<file path="src/rtl/ffd_synchro_filter.sv">
// Per-bit synchroniser chain followed by a glitch filter that needs FILTER_LEN
// consecutive mismatching samples before the output level follows.
`timescale 1ns/1ps

module ffd_synchro_filter #(
  parameter int               WIDTH       = 1,
  parameter int               STAGES      = 2,
  parameter int               FILTER_LEN  = 1,
  parameter logic [WIDTH-1:0] RESET_VALUE = '0
) (
  input  logic             aclk,
  input  logic             arst,
  input  logic [WIDTH-1:0] data_i,
  output logic [WIDTH-1:0] data_o,
  output logic [WIDTH-1:0] rise_o,
  output logic [WIDTH-1:0] fall_o
);

  localparam int CW = $clog2(FILTER_LEN + 1);
  localparam logic [CW-1:0] CNT_LAST = CW'(FILTER_LEN - 1);

  generate
    if (STAGES < 2) begin : g_bad_stages
      $error("ffd_synchro_filter: STAGES must be >= 2");
    end
    if (FILTER_LEN < 1) begin : g_bad_filter
      $error("ffd_synchro_filter: FILTER_LEN must be >= 1");
    end
  endgenerate

  logic [WIDTH-1:0] r_stage [STAGES];
  logic [WIDTH-1:0] w_sync;
  logic [CW-1:0]    r_cnt   [WIDTH];
  logic [WIDTH-1:0] r_data;
  logic [WIDTH-1:0] r_rise;
  logic [WIDTH-1:0] r_fall;

  always_ff @(posedge aclk or posedge arst) begin
    if (arst) begin
      for (int s = 0; s < STAGES; s++) r_stage[s] <= RESET_VALUE;
    end else begin
      r_stage[0] <= data_i;
      for (int s = 1; s < STAGES; s++) r_stage[s] <= r_stage[s-1];
    end
  end

  assign w_sync = r_stage[STAGES-1];

  // A return to the held level clears the count, so only an unbroken run
  // of FILTER_LEN mismatching samples moves the output.
  always_ff @(posedge aclk or posedge arst) begin
    if (arst) begin
      r_data <= RESET_VALUE;
      r_rise <= '0;
      r_fall <= '0;
      for (int b = 0; b < WIDTH; b++) r_cnt[b] <= '0;
    end else begin
      r_rise <= '0;
      r_fall <= '0;
      for (int b = 0; b < WIDTH; b++) begin
        if (w_sync[b] == r_data[b]) begin
          r_cnt[b] <= '0;
        end else if (r_cnt[b] == CNT_LAST) begin
          r_data[b] <= w_sync[b];
          r_cnt[b]  <= '0;
          r_rise[b] <= w_sync[b];
          r_fall[b] <= ~w_sync[b];
        end else begin
          r_cnt[b] <= r_cnt[b] + CW'(1);
        end
      end
    end
  end

  assign data_o = r_data;
  assign rise_o = r_rise;
  assign fall_o = r_fall;

endmodule
</file>
<file path="config.mk">
export PLATFORM = sky130hd
export DESIGN_NAME = ffd_synchro_filter
export DESIGN_NICKNAME = d
export VERILOG_FILES = /design/src/rtl/ffd_synchro_filter.sv
export SDC_FILE = /design/constraint.sdc
export NUM_CORES = 1
export LEC_CHECK = 0
export ABC_AREA = 0
export CAP_MARGIN = 20
export CORE_AREA = 2 2 39 41
export CTS_CLUSTER_DIAMETER = 120
export DETAILED_ROUTE_END_ITERATION = 8
export DIE_AREA = 0 0 41 43
export PLACE_DENSITY = 0.31
export SYNTH_ARGS = -nofsm -noshare
export SYNTH_HDL_FRONTEND = slang
export SYNTH_SLANG_ARGS = --single-unit
</file>
<file path="constraint.sdc">
create_clock -name aclk -period 1.5 [get_ports aclk]
set_input_delay 0.3 -clock aclk [delete_from_list [all_inputs] [get_ports aclk]]
set_output_delay 0.3 -clock aclk [all_outputs]
set_load 0.01 [all_outputs]
</file>
==> flow_metrics.py, run 1 <==
metrics = {
    "critical_path": {
        "crit_arrival_ns": 1.07,
        "crit_buf_inv": 1,
        "crit_path_end_kind": "output pin",
        "critPathMaxFanout": 1,
        "critical-path-max-stage-delay_ns": 0.52,
        "path_class": "flip-flop to output pin",
        "path_cells": "clkdlybuf4s50_1",
        "crit_family": "buffers and inverters",
        "regToRegStartpoint": "data_o$_DFFE_PP0P_",
        "critPathLaunchType": "flip-flop",
        "required_ns": 1.20,
        "slowest_stage": "clkdlybuf4s50_1",
        "crit_path_start": "rise_o$_DFF_PP0_",
        "reg2reg_setup_slack_ns": 0.34,
    },
    "detailed_routing": {
        "wl_met2_um": 156,
        "drc_errors": 0,
        "drt-total-wl_um": 286,
        "dr_wl_met3_um": 28,
        "dr.pass1.iters": 1,
        "ant_nets": 0,
        "routedWlPerCell_um": 7.94,
        "vias_per_cell": 2.89,
        "drtIter0Drc": 0,
        "vias": 104,
        "drt-met1-wl_um": 101,
        "top_layer_used": "met3",
    },
    "global_route": {
        "grt_max_degree": 6,
        "grt-ovfl-total": 0,
        "track_usage_pct": 5.95,
        "grt_pass1_vias": 132,
        "antenna_found_initial": 0,
        "grt_pass1_wl_um": 558,
    },
    "clock_network": {
        "cts_sinks": 5,
        "clock_path_buffers": 2,
        "cts_buffers": 3,
        "cts_tree": "done",
        "cts_root_buf": "clkbuf_4",
        "htreeDepth": 1,
        "clk_pin_slew_ns": 0.04,
        "clk_latency_ns": 0.24,
        "post-cts-setup-buffers": 0,
    },
    "yosys": {
        "synthMostInstantiatedCell": "dfrtp_1",
        "synth.largest_area_cell": "dfrtp_1",
        "ys_async_sr_fraction_pct": 100,
        "syn_area_per_cell_sq_um": 16.0,
        "synthTopCellsByCount": "dfrtp_1, inv_1, ha_1",
        "yosysSeqAreaShare_pct": 70.9,
        "synth_nets": 16,
        "synth-main-ff-cell": "dfrtp_1",
        "synth_area_leaders": "dfrtp_1, ha_1, mux2_4",
        "synth_top_cell_area_share_pct": 70.9,
        "synth-edff-count": 0,
        "ys_types": 4,
        "ys_ff_latch": 5,
        "synth_cells": 11,
        "synthesis.area_sq_um": 176,
        "yosysWarnings": 0,
    },
    "floorplan": {
        "die_h_um": 43,
        "rows": 14,
        "initial_core_util_pct": 12.7,
        "top_level_ports": 6,
        "core_sq_um": 1380,
        "die_x_um": 41,
        "die_area_sq_um": 1760,
    },
    "timing": {
        "min_period_ns": 1.37,
        "setup_violations": 0,
        "relSlewSlack_pct": 86.7,
        "fin_crit_sh_pct": 91.4,
        "grt_setup_unrepaired": "no",
        "tightest_slew_ns": 0.199,
        "setup_tns_ns": 0,
        "skew_ns": 0.00333,
        "drv_slew": 0,
        "fmax_mhz": 729,
        "setup_slack_ns": 0.128,
        "hold_violations": 0,
    },
    "cells_and_area": {
        "n_antenna_cell": 0,
        "finalNetCount": 26,
        "drive_above_1_share_pct": 20.0,
        "area_growth_pct": 56.0,
    },
    "power": {
        "ir_drop_mv": 0.410,
        "power_switching_uw": 120,
        "clock_power_share_pct": 32.0,
        "switching_share_pct": 25.4,
        "p_comb_share_pct": 28.9,
        "leakage_uw": 0.000144,
        "p_int_uw": 354,
        "power_density_nw_per_um2": 1720,
        "seqPwrFrac_pct": 39.1,
    },
    "place": {
        "dp_slack_ns": 0.267,
        "io_buffer_count": 5,
        "gp_congestion": 0.516,
    },
    "worst_hold_path": {
        "hold_class": "primary input to asynchronous set/reset pin",
    },
    "job": {
        "maxCapViolCount": 0,
    },
    "outcome": {
        "outcome": "finished clean",
    },
}
-- layout by cell type, fill, tap and decap left out --
master           n
clkbuf_1         1
clkbuf_4         3
clkdlybuf4s50_1  4
dfrtp_1          5
dlymetal6s2s_1   1
ha_1             2
inv_1            3
mux2_4           1
-- flip-flops by register name (all words and copies together), names as in the netlist --
signal,flops
r_stage,1
data_o,1
fall_o,1
w_sync,1
rise_o,1
-- path summary, 6_finish.rpt --
| kind | endpoint | cells after the start |
|---|---|---|
| worst max register to register | data_o$_DFFE_PP0P_ | 3 |
| worst max-delay path | rise_o | 1 |
| worst min-delay path | data_o$_DFFE_PP0P_ | 2 |
| max in group asynchronous | fall_o$_DFF_PP0_ | 2 |
| min in group aclk | w_sync$_DFF_PP0_ | 0 |
| worst min register to register | w_sync$_DFF_PP0_ | 0 |
-- layout make-up --
type | count | area, sq um
Timing Repair Buffer | 5 | 52.6
Fill cell | 148 | 1110
Tap cell | 16 | 20.0
Sequential cell | 5 | 125
Multi-Input combinational cell | 3 | 40.0
Clock buffer | 4 | 26.3
Inverter | 3 | 11.3
-- routing by layer --
metal,GRT usage [%],vias to the layer above
li1,-,50
met1,4.58,48
met2,7.50,6
met3,6.28,0
met4,6.00,0
met5,0,-
-- power groups by stage --
stage | Sequential, uW | Combinational, uW | Clock [uW]
finish | 185 | 137 | 152
floorplan | 202 | 51.7 | 0
detailed placement | 189 | 140 | 0
global route | 191 | 152 | 179
global placement | 186 | 140 | 0
CTS | 187 | 147 | 160
-- stage by stage --
| step | hold WS (ns) | cells | instance area, sq um | utilization (%) | total power (uW) |
|---|---|---|---|---|---|
| final | 0.261 | 36 | 275 | 19.9 | 474 |
| after global routing | 0.272 | 36 | 275 | 19.9 | 522 |
| after CTS | 0.265 | 36 | 273 | 19.7 | 493 |
| after detailed placement | 0.341 | 32 | 246 | 17.8 | 329 |
| after global placement | 0.335 | 32 | 246 | 17.8 | 325 |
| after floorplan | 0.0785 | 11 | 176 | - | 253 |
-- logic make-up (layout without fill, tap and decap cells) --
group,Yosys count,in the layout,synth area share (%)
adders and majority gates,2,2,14.2
muxes,1,1,8.51
DFF,5,5,70.9
buffers and inverters,3,12,6.38
-- repair_timing --
item                       in CTS  in global routing
hold buffers                    0                  0
setup endpoints to repair       0                  1
gates resized for setup         0                  1
Note: power is estimated with default switching activity, not from simulation.
==> run 2: changes to the inputs <==
--- a/config.mk
+++ b/config.mk
@@ -5,7 +5,7 @@
 export SDC_FILE = /design/constraint.sdc
 export NUM_CORES = 1
 export LEC_CHECK = 0
-export ABC_AREA = 0
+export ABC_AREA = 1
 export CAP_MARGIN = 20
 export CORE_AREA = 2 2 39 41
 export CTS_CLUSTER_DIAMETER = 120
==> run 2 against run 1 <==
Against the previous run:
- total power down 2.1%
- critical path type unchanged
- critical endpoint unchanged
- die area unchanged
- synthesized cell count up 27%
- utilization unchanged
- routed wire length up 1.4%
- largest cell class unchanged
- global-route usage down 1.3 points
- area after synthesis unchanged
- largest power group unchanged
==> flow_metrics.py, run 2 <==
metrics = {
    "place": {
        "gp_congestion": 0.533,
        "io_buffer_count": 5,
        "dp_hpwl_um": 199,
        "dpl_cell_area_sq_um": 246,
    },
    "cells_and_area": {
        "final_common_cell": "dfrtp_1",
        "n_antenna_cell": 0,
        "drive_above_1_share_pct": 13.0,
        "most-common-layout-cells": "dfrtp_1, inv_1, clkdlybuf4s50_1, nand2_1, clkbuf_4",
        "final_area_sq_um": 275,
        "finalNetCount": 29,
        "area_growth_pct": 56.0,
        "n_fill_cell": 151,
    },
    "critical_path": {
        "crit_buf_inv": 1,
        "r2r.worst_path.cells": 4,
        "slowest_stage": "clkdlybuf4s50_1",
        "crit_path_start": "rise_o$_DFF_PP0_",
        "path_cells": "clkdlybuf4s50_1",
        "crit_path_end_kind": "output pin",
        "reg2reg_setup_slack_ns": 0.52,
        "critPathLaunchType": "flip-flop",
        "critPathMaxFanout": 1,
        "critical-path-max-stage-delay_ns": 0.53,
        "path_class": "flip-flop to output pin",
        "r2r_end": "data_o$_DFFE_PP0P_",
        "regToRegStartpoint": "data_o$_DFFE_PP0P_",
        "crit_family": "buffers and inverters",
        "crit_arrival_ns": 1.08,
        "path_depth": 1,
        "required_ns": 1.20,
        "crit_end": "rise_o",
    },
    "clock_network": {
        "clock_path_buffers": 2,
        "cts_hold_buf": 0,
        "cts_sinks": 5,
        "cts_root_buf": "clkbuf_4",
        "cts_buffers": 3,
        "post_cts_resized": 0,
        "htreeDepth": 1,
        "cts_tree": "done",
        "clk_pin_slew_ns": 0.04,
        "clk_latency_ns": 0.24,
        "post-cts-setup-buffers": 0,
    },
    "yosys": {
        "synth_nets": 19,
        "synth.largest_area_cell": "dfrtp_1",
        "yosysSeqAreaShare_pct": 70.9,
        "synth-edff-count": 0,
        "synthTopCellsByCount": "dfrtp_1, inv_1, nand2_1",
        "ys_ff_latch": 5,
        "yosysWarnings": 0,
        "synth_top_cell_area_share_pct": 70.9,
        "ys_async_sr_fraction_pct": 100,
        "ys_types": 4,
        "synth_cells": 14,
        "synthMostInstantiatedCell": "dfrtp_1",
        "synthesis.area_sq_um": 176,
        "syn_area_per_cell_sq_um": 12.6,
        "synth_area_leaders": "dfrtp_1, ha_1, inv_1",
        "synth-main-ff-cell": "dfrtp_1",
    },
    "floorplan": {
        "rows": 14,
        "top_level_ports": 6,
        "die_h_um": 43,
        "initial_core_util_pct": 12.7,
        "core_sq_um": 1380,
        "die_area_sq_um": 1760,
        "die_x_um": 41,
    },
    "timing": {
        "hold_slack_ns": 0.256,
        "setup_violations": 0,
        "setup_tns_ns": 0,
        "fin_crit_sh_pct": 92.3,
        "drv_slew": 0,
        "hold_violations": 0,
        "tightest_slew_ns": 0.186,
        "grt_setup_unrepaired": "no",
        "skew_ns": 0.0000784,
        "fmax_mhz": 722,
        "relSlewSlack_pct": 87.6,
        "min_period_ns": 1.38,
    },
    "power": {
        "clock_power_share_pct": 33.8,
        "leakage_uw": 0.000151,
        "switching_share_pct": 28.1,
        "p_comb_share_pct": 26.8,
        "ir_drop_mv": 0.337,
        "p_int_uw": 334,
        "seqPwrFrac_pct": 39.5,
        "power_density_nw_per_um2": 1690,
        "power_switching_uw": 130,
    },
    "detailed_routing": {
        "drtIter0Drc": 1,
        "drc_errors": 0,
        "vias": 118,
        "ant_nets": 0,
        "vias_per_cell": 3.03,
        "routedWlPerCell_um": 7.44,
        "dr.pass1.iters": 2,
        "drt-total-wl_um": 290,
    },
    "global_route": {
        "grt-ovfl-total": 0,
        "track_usage_pct": 4.64,
        "grt_pass1_wl_um": 441,
        "antenna_found_initial": 0,
        "grt_pass1_vias": 128,
        "grt_max_degree": 6,
    },
    "worst_hold_path": {
        "hold_class": "primary input to asynchronous set/reset pin",
    },
    "job": {
        "maxCapViolCount": 0,
    },
    "outcome": {
        "outcome": "finished clean",
    },
}
run 2: cell types whose count changed after synthesis:
| cell | delta |
|---|---|
| nand2_1 | +3 |
| inv_1 | +1 |
| mux2_4 | -1 |
run 2: logic make-up after synthesis:
kind of cell / count (synthesis) / synth area share (%)
DFF: 5 / 70.9
buffers and inverters: 4 / 8.51
adders and majority gates: 2 / 14.2
and+or+nand+nor: 3 / 6.38
run 2: routing by layer:
layer	vias to the layer above	part of all wire (%)	global-route usage [%]
met1	50	31	3.26
met4	0	3.8	6.00
met5	-	0	0
met3	2	17	4.71
met2	9	48	5.63
li1	57	-	-
run 2: how the worst min path moves through the flow:
stage	slack [ns]	start	end
detailed placement	0.34	r_stage[1]$_DFF_PP0_	w_sync$_DFF_PP0_
floorplan	0.08	arst	data_o$_DFFE_PP0P_
CTS	0.26	arst	fall_o$_DFF_PP0_
finish	0.26	arst	w_sync$_DFF_PP0_
global placement	0.34	r_stage[1]$_DFF_PP0_	w_sync$_DFF_PP0_
global route	0.27	arst	w_sync$_DFF_PP0_
run 2: final cells by class:
class	count	area [sq um]	share of cell area, %
inverters	4	15.0	5.45
repair buffers	5	52.6	19.1
flip-flops and latches	5	125	45.5
well taps	16	20.0	7.27
clock buffers	4	26.3	9.55
multi-input cells	5	36.3	13.2
run 2: metrics by stage:
stage / total power [uW] / utilization [%] / setup WS (ns) / std cells
2_1_floorplan: 240 / - / 0.525 / 14
6_report: 464 / 19.9 / 0.116 / 39
3_3_place_gp: 311 / 17.8 / 0.293 / 35
5_1_grt: 499 / 19.9 / 0.0682 / 39
4_1_cts: 481 / 19.7 / 0.0168 / 39
3_5_place_dp: 311 / 17.8 / 0.279 / 35
run 2: power groups by stage:
| stage | clock network, uW | logic [uW] | registers (uW) |
|---|---|---|---|
| 3_3_place_gp | 0 | 127 | 185 |
| 2_1_floorplan | 0 | 40.8 | 200 |
| 4_1_cts | 165 | 131 | 184 |
| 5_1_grt | 172 | 140 | 186 |
| 3_5_place_dp | 0 | 124 | 187 |
| 6_report | 157 | 124 | 183 |
